File: src/rtl/temporizador_regressivo.sv
// Countdown timer 0..VALOR_MAX with pause/resume and an alarm at zero.
// Inputs are edge-detected; the binary count feeds the 2-digit display decoder.
module temporizador_regressivo #(
    parameter int CICLOS_POR_TICK = 50_000_000,
    parameter int VALOR_MAX       = 99
) (
    input  logic       clk,
    input  logic       reset,
    input  logic       carregar,
    input  logic [7:0] valor_inicial,
    input  logic       iniciar,
    input  logic       pausar,
    output logic [7:0] contagem,
    output logic       alarme,
    output logic [1:0] estado
);

    localparam int PW = $clog2(CICLOS_POR_TICK);
    localparam logic [PW-1:0] PRESC_FIM = PW'(CICLOS_POR_TICK - 1);
    localparam logic [PW-1:0] PRESC_UM  = PW'(1);
    localparam logic [7:0]    LIMITE    = 8'(VALOR_MAX);

    typedef enum logic [1:0] {
        OCIOSO   = 2'd0,
        CONTANDO = 2'd1,
        PAUSADO  = 2'd2,
        FIM      = 2'd3
    } estado_t;

    estado_t       estado_q, estado_d;
    logic [7:0]    contagem_q, contagem_d;
    logic [PW-1:0] presc_q, presc_d;
    logic          alarme_q, alarme_d;

    // bit order everywhere: {carregar, pausar, iniciar}
    logic [2:0] amostra_q;
    logic [2:0] anterior_q;
    logic [2:0] evento;
    logic       ev_carregar;
    logic       ev_pausar;
    logic       ev_iniciar;
    logic       fim_seg;
    logic [7:0] valor_sat;

    // Loading the live level on reset suppresses an event for inputs
    // already high when reset is released.
    always_ff @(posedge clk) begin
        if (reset) begin
            amostra_q  <= {carregar, pausar, iniciar};
            anterior_q <= {carregar, pausar, iniciar};
        end else begin
            amostra_q  <= {carregar, pausar, iniciar};
            anterior_q <= amostra_q;
        end
    end

    assign evento      = amostra_q & ~anterior_q;
    assign ev_carregar = evento[2];
    assign ev_pausar   = evento[1];
    assign ev_iniciar  = evento[0];

    assign fim_seg   = (presc_q == PRESC_FIM);
    assign valor_sat = (valor_inicial > LIMITE) ? LIMITE
                                                : valor_inicial;

    always_ff @(posedge clk) begin
        if (reset) begin
            estado_q   <= OCIOSO;
            contagem_q <= '0;
            presc_q    <= '0;
            alarme_q   <= 1'b0;
        end else begin
            estado_q   <= estado_d;
            contagem_q <= contagem_d;
            presc_q    <= presc_d;
            alarme_q   <= alarme_d;
        end
    end

    always_comb begin
        estado_d   = estado_q;
        contagem_d = contagem_q;
        presc_d    = presc_q;
        alarme_d   = alarme_q;

        if (ev_carregar) begin
            contagem_d = valor_sat;
            estado_d   = OCIOSO;
            presc_d    = '0;
            alarme_d   = 1'b0;
        end else begin
            unique case (estado_q)
                OCIOSO: begin
                    if (!ev_pausar && ev_iniciar &&
                        contagem_q != 8'd0) begin
                        estado_d = CONTANDO;
                        presc_d  = '0;
                    end
                end
                CONTANDO: begin
                    // a pause on the tick cycle freezes the prescaler
                    if (ev_pausar) begin
                        estado_d = PAUSADO;
                    end else if (fim_seg) begin
                        presc_d = '0;
                        if (contagem_q <= 8'd1) begin
                            contagem_d = 8'd0;
                            estado_d   = FIM;
                            alarme_d   = 1'b1;
                        end else begin
                            contagem_d = contagem_q - 8'd1;
                        end
                    end else begin
                        presc_d = presc_q + PRESC_UM;
                    end
                end
                PAUSADO: begin
                    if (!ev_pausar && ev_iniciar) begin
                        estado_d = CONTANDO;
                    end
                end
                FIM: begin
                    contagem_d = 8'd0;
                    alarme_d   = 1'b1;
                end
                default: begin
                    estado_d = OCIOSO;
                end
            endcase
        end
    end

    assign contagem = contagem_q;
    assign alarme   = alarme_q;
    assign estado   = estado_q;

endmodule

File: config.mk
export PLATFORM = sky130hd
export DESIGN_NAME = temporizador_regressivo
export DESIGN_NICKNAME = d
export VERILOG_FILES = /design/src/rtl/temporizador_regressivo.sv
export SDC_FILE = /design/constraint.sdc
export NUM_CORES = 1
export LEC_CHECK = 0
export BUFFER_PORTS_ARGS = -buffer_cell sky130_fd_sc_hd__buf_2
export CAP_MARGIN = 15
export CORE_UTILIZATION = 30
export CTS_CLUSTER_SIZE = 16
export DETAILED_ROUTE_END_ITERATION = 8
export GPL_ROUTABILITY_DRIVEN = 1
export PLACE_DENSITY = 0.56
export SLEW_MARGIN = 0
export SYNTH_ARGS = -nofsm -noshare
export SYNTH_HDL_FRONTEND = slang
export SYNTH_SLANG_ARGS = --single-unit
File: constraint.sdc
create_clock -name clk -period 6.35 [get_ports clk]
set_clock_uncertainty 0.15 [all_clocks]
set_input_delay 1.27 -clock clk [delete_from_list [all_inputs] [get_ports clk]]
set_output_delay 1.27 -clock clk [all_outputs]
set_load 0.05 [all_outputs]
# [Yosys cells after proc, flatten, opt, wreduce, memory -nomap -nowiden]
# Index checks and enable logic that the tools add are counted.
[word_totals] output_inout_bits=11 elab_cells=60 inputBits=13 ff_bits=43
[classes] n_bitwise=2 n_reduce_logical=14 eq_ne=13 muxes=21 n_addsub=2 magnitude_cmp=2
[op_table] op="$mux 26" count=3
[op_table] op="$pmux 26 s2" count=1
[op_table] op="$mux 8" count=5
[op_table] op="$add 26x1->26 const B" count=1
[op_table] op="$eq 26x26->1 const B" count=1
[op_table] op="$pmux 8 s2" count=1
[op_table] op="$ne 3x3->1 const B" count=4
[op_table] op="$mux 2" count=5
[op_table] op="$ne 2x2->1 const B" count=5
[op_table] op="$gt 8x7->1 const B" count=1
[op_table] op="$le 8x1->1 const B" count=1
[op_table] op="$reduce_bool 8->1" count=1
[op_table] op="$sub 8x1->8 const B" count=1
[op_table] op="$pmux 2 s3" count=1
[op_table] op="$reduce_and 3->1" count=2
[op_table] op="$reduce_bool 3->1" count=2
[op_table] op="$reduce_and 5->1" count=1
[op_table] op="$eq 2x2->1 const B" count=2
[op_table] op="$reduce_and 4->1" count=1
[op_table] op="$reduce_bool 2->1" count=2
[op_table] op="$and 3x3->3" count=1
[op_table] op="$mux 1" count=3
[op_table] op="$mux 3" count=1
[op_table] op="$not 3->3" count=1
[op_table] op="6 further kinds" count=7

# [Depth between registers and ports, before layout]
[depth] word_depth=7 mapped_depth=9 depth_no_buf=7

# [Worst setup path before layout]
# OpenSTA, ideal clock, no wires.
[synth_timing] path_kind="reg-to-reg" start="register contagem_q[0] (netlist: contagem[0])" end="register presc_q[16]" arrival_ps=2354 setup_ps=115 required_time_ps=6085 path_slack_ps=3732 n_path_buf=2 synth_period_minus_slack_ps=2618 stages_incl_launch_ff=10 path_cell_list="dfxtp_1 inv_1 ha_1 nor4b_1 a2bb2oi_1 clkbuf_1 buf_1 nand4_1 xnor2_1 nor2_1"
[synth_via] elab_chain_len=4
[synth_lines] element="from (decl)" line="31" text="logic [7:0] contagem_q, contagem_d;"
[synth_lines] element="from (signal assigned)" line="74" text="contagem_q <= contagem_d;"
[synth_lines] element="$reduce_bool 8->1" line="95" text="contagem_q != 8'd0) begin"
[synth_lines] element="$logic_and 1x1->1" line="94" text="if (!ev_pausar && ev_iniciar &&"
[synth_lines] element="$ne 2x2->1 (no source line)"
[synth_lines] element="$reduce_and 3->1 (no source line)"
[synth_lines] element="to (signal assigned)" line="75" text="presc_q <= presc_d;"
[synth_lines] element="to (decl)" line="32" text="logic [PW-1:0] presc_q, presc_d;"
# Every way passes these cells.
# A chain may end at the register's enable or synchronous reset.

# [Worst setup path after layout]
[layout_timing] start="register estado_q[0] (netlist: estado[0])" end="output estado[0]"
[layout_lines] element="from (decl)" line="30" text="estado_t estado_q, estado_d;"
[layout_lines] element="from (signal assigned)" line="73" text="estado_q <= estado_d;"
[layout_lines] element="to (decl)" line="15" text="output logic [1:0] estado"
# No word-level cell between the ends.

==> impl_metrics.py <==
metrics = {
    "cells_and_area": {
        "syn_to_final_growth_pct": 12.8,
        "antenna_cells": 0,
        "final.fill_count": 756,
        "nets": 314,
        "post_route_cells_drive_above_1_share_pct": 15.4,
        "multi_input_area_sq_um": 1360,
        "seq_area_sq_um": 861,
    },
    "sta": {
        "slew_viol_final": 0,
        "finalSetupTns_ns": 0,
        "rsz0062_at_grt": "false",
        "tightest_slew_ns": 0.737,
        "whs_ns": 0.303,
        "finalSetupViolations": 0,
        "hold_violations": 0,
        "relSlewSlack_pct": 50.5,
        "period_minus_slack_ns": 2.81,
        "clock.fmax_mhz": 355,
        "finalCritPeriodShare_pct": 44.3,
    },
    "routing": {
        "drt_first_pass_iters": 4,
        "viasPerCell": 5.20,
        "ant_nets": 0,
        "drt-total-wl_microns": 5380,
        "wire_per_inst_microns": 13.6,
        "drcViolationCount": 0,
        "drt-initial-drc-count": 125,
        "num_vias": 2063,
    },
    "run": {
        "max_cap_violations": 0,
    },
    "global_route": {
        "grt_max_degree": 25,
        "grt_pass1_vias": 1846,
        "grt_usage_pct": 14.8,
        "antenna_found_initial": 0,
        "overflow": 0,
        "grt_pass1_wl_microns": 9050,
    },
    "power": {
        "vdd_drop_max_mv": 0.0812,
        "powerDensity_nw_per_um2": 218,
        "p_leak_nw": 0.928,
    },
    "cts": {
        "clk_pin_slew_ns": 0.08,
        "cts_hold_buf": 0,
        "htreeDepth": 2,
        "postCtsSetupBuffers": 0,
        "cts_tree": "yes",
        "cts_buffers": 5,
        "insertion_delay_ns": 0.30,
        "ctsResizeCount": 0,
        "cts.sinks": 43,
        "cts_root_buf": "clkbuf_8",
        "clk_path_buf_depth": 2,
    },
    "setup_path": {
        "crit_buf_inv": 1,
        "startpoint_type": "flip-flop",
        "crit_family": "flip-flops",
        "cp.required_ns": 4.93,
        "end_kind": "output port",
        "critical_path_class": "reg2out",
        "r2r_slack_ns": 3.55,
        "worstPathArrival_ns": 1.39,
        "crit_slowest_cell": "dfxtp_1",
        "cp_max_fo": 19,
        "crit_chain": "buf_2",
        "max_stage_delay_ns": 0.72,
    },
    "placement": {
        "finalWeightedCongestion": 0.921,
        "portBuffers": 23,
        "dpl.hpwl_microns": 4000,
    },
    "hold_path": {
        "min_path_type": "reg2reg",
    },
    "run_status": {
        "outcome": "complete, no violations",
    },
    "floorplan": {
        "pin_count": 24,
        "fp-row-count": 31,
        "die_h_microns": 89.7,
        "initial_utilization_pct": 31.5,
        "die_area_sq_um": 8040,
        "die_width_microns": 89.7,
        "core_area_sq_um": 7330,
    },
    "synth": {
        "ys_seq_area_share_pct": 37.3,
        "netlist_area_sq_um": 2310,
        "async_flop_share_pct": 0,
        "synth_ff_type": "dfxtp_1",
        "synthDistinctLibCells": 51,
        "syn_area_per_cell_sq_um": 8.35,
        "synth_edf_count": 0,
        "yosys_warnings": 0,
        "synth_seq_cells": 43,
        "synthesis.nets": 293,
        "syn_inst": 276,
    },
}
[routing by layer]
layer  wire length (microns)  track usage, %  vias to the layer above
li1                        -               -                     1062
met1                    2720            21.6                      953
met2                    2350            21.1                       40
met3                     229            3.20                        8
met4                      84            5.77                        0
met5                       0               0                        -
[final cells by class]
class / count / area share (%)
Clock inverter: 1 / 0.337
Tap cell: 99 / 4.76
Clock buffer: 7 / 3.32
Inverter: 10 / 1.44
Multi-Input combinational cell: 213 / 52.3
Timing Repair Buffer: 24 / 4.71
Sequential cell: 43 / 33.1
[cells in the mapped netlist, drive strengths merged, types with 2 or more instances]
library cell / instances / area (sq um)
a21o: 2 / 15.0
a21oi: 13 / 68.8
a2bb2oi: 4 / 35.0
a31o: 5 / 43.8
a31oi: 2 / 12.5
a32oi: 2 / 17.5
and2: 3 / 18.8
and3: 5 / 31.3
and4: 2 / 17.5
and4b: 2 / 20.0
buf: 4 / 23.8
clkbuf: 6 / 22.5
dfxtp: 43 / 861
ha: 4 / 50.1
inv: 10 / 37.5
mux2: 3 / 33.8
nand2: 15 / 56.3
nand2b: 4 / 25.0
nand3: 15 / 75.1
nand3b: 2 / 15.0
nand4: 15 / 93.8
nor2: 34 / 128
nor2b: 3 / 18.8
nor3: 9 / 45.0
nor4: 5 / 31.3
nor4b: 2 / 17.5
o21ai: 13 / 65.1
o31ai: 4 / 43.8
o32ai: 3 / 26.3
or3: 6 / 37.5
or4: 4 / 33.8
xnor2: 3 / 26.3
xor2: 16 / 140
[power breakdown]
part / switching [W] / total, W / internal, W / leakage (nW)
Combinational: 0.0000647 / 0.0000978 / 0.0000331 / 0.530
Sequential: 0.00000888 / 0.000285 / 0.000276 / 0.350
Clock: 0.0000954 / 0.000185 / 0.0000892 / 0.0484
Total: 0.000169 / 0.000568 / 0.000399 / 0.928
[placed cells by master (no fill, tap or decap), drive strengths merged, types with 4 or more instances in the layout]
| master | Yosys | layout |
|---|---|---|
| dfxtp | 43 | 43 |
| nor2 | 34 | 34 |
| buf | 4 | 24 |
| xor2 | 16 | 16 |
| nand3 | 15 | 15 |
| nand4 | 15 | 15 |
| nand2 | 15 | 15 |
| o21ai | 13 | 13 |
| a21oi | 13 | 13 |
| inv | 10 | 10 |
| nor3 | 9 | 9 |
| clkbuf | 6 | 7 |
| or3 | 6 | 6 |
| a31o | 5 | 5 |
| nor4 | 5 | 5 |
| and3 | 5 | 5 |
| a2bb2oi | 4 | 4 |
| nand2b | 4 | 4 |
| ha | 4 | 4 |
| or4 | 4 | 4 |
| o31ai | 4 | 4 |
[logic make-up (layout without fill, tap and decap cells)]
group                    count (synthesis)  count (layout)  share of synthesized area, %
AO/OA/AOI/OAI                           58              58                          18.2
XOR/XNOR                                19              19                          7.22
adder cells (fa/ha/maj)                  4               4                          2.17
buffers and inverters                   20              42                          3.63
flip-flops                              43              43                          37.3
multiplexers                             3               3                          1.46
AND/OR/NAND/NOR                        129             129                          30.0
[final timing paths]
path,cells after the start,start,end
worst max-delay path,1,estado[0],estado[0]
worst min-delay path,2,alarme,alarme
worst max register to register,5,presc_q[7],presc_q[9]
worst min register to register,2,alarme,alarme
[flip-flops by register name, indices dropped and copies added (netlist names)]
register    cells
estado          2
contagem        8
amostra_q       3
anterior_q      3
alarme          1
presc_q        26
[stage by stage]
stage                     power [W]  cell area (sq um)  setup slack (ns)  cells  utilization (%)
after floorplan            0.000364               2310              3.73    276                -
after global placement     0.000389               2510              3.53    389             34.2
after detailed placement   0.000389               2510              3.51    389             34.2
after CTS                  0.000575               2600              3.48    397             35.5
after global routing       0.000597               2600              3.33    397             35.5
final                      0.000568               2600              3.54    397             35.5
Note: power is estimated with default switching activity, not from simulation.
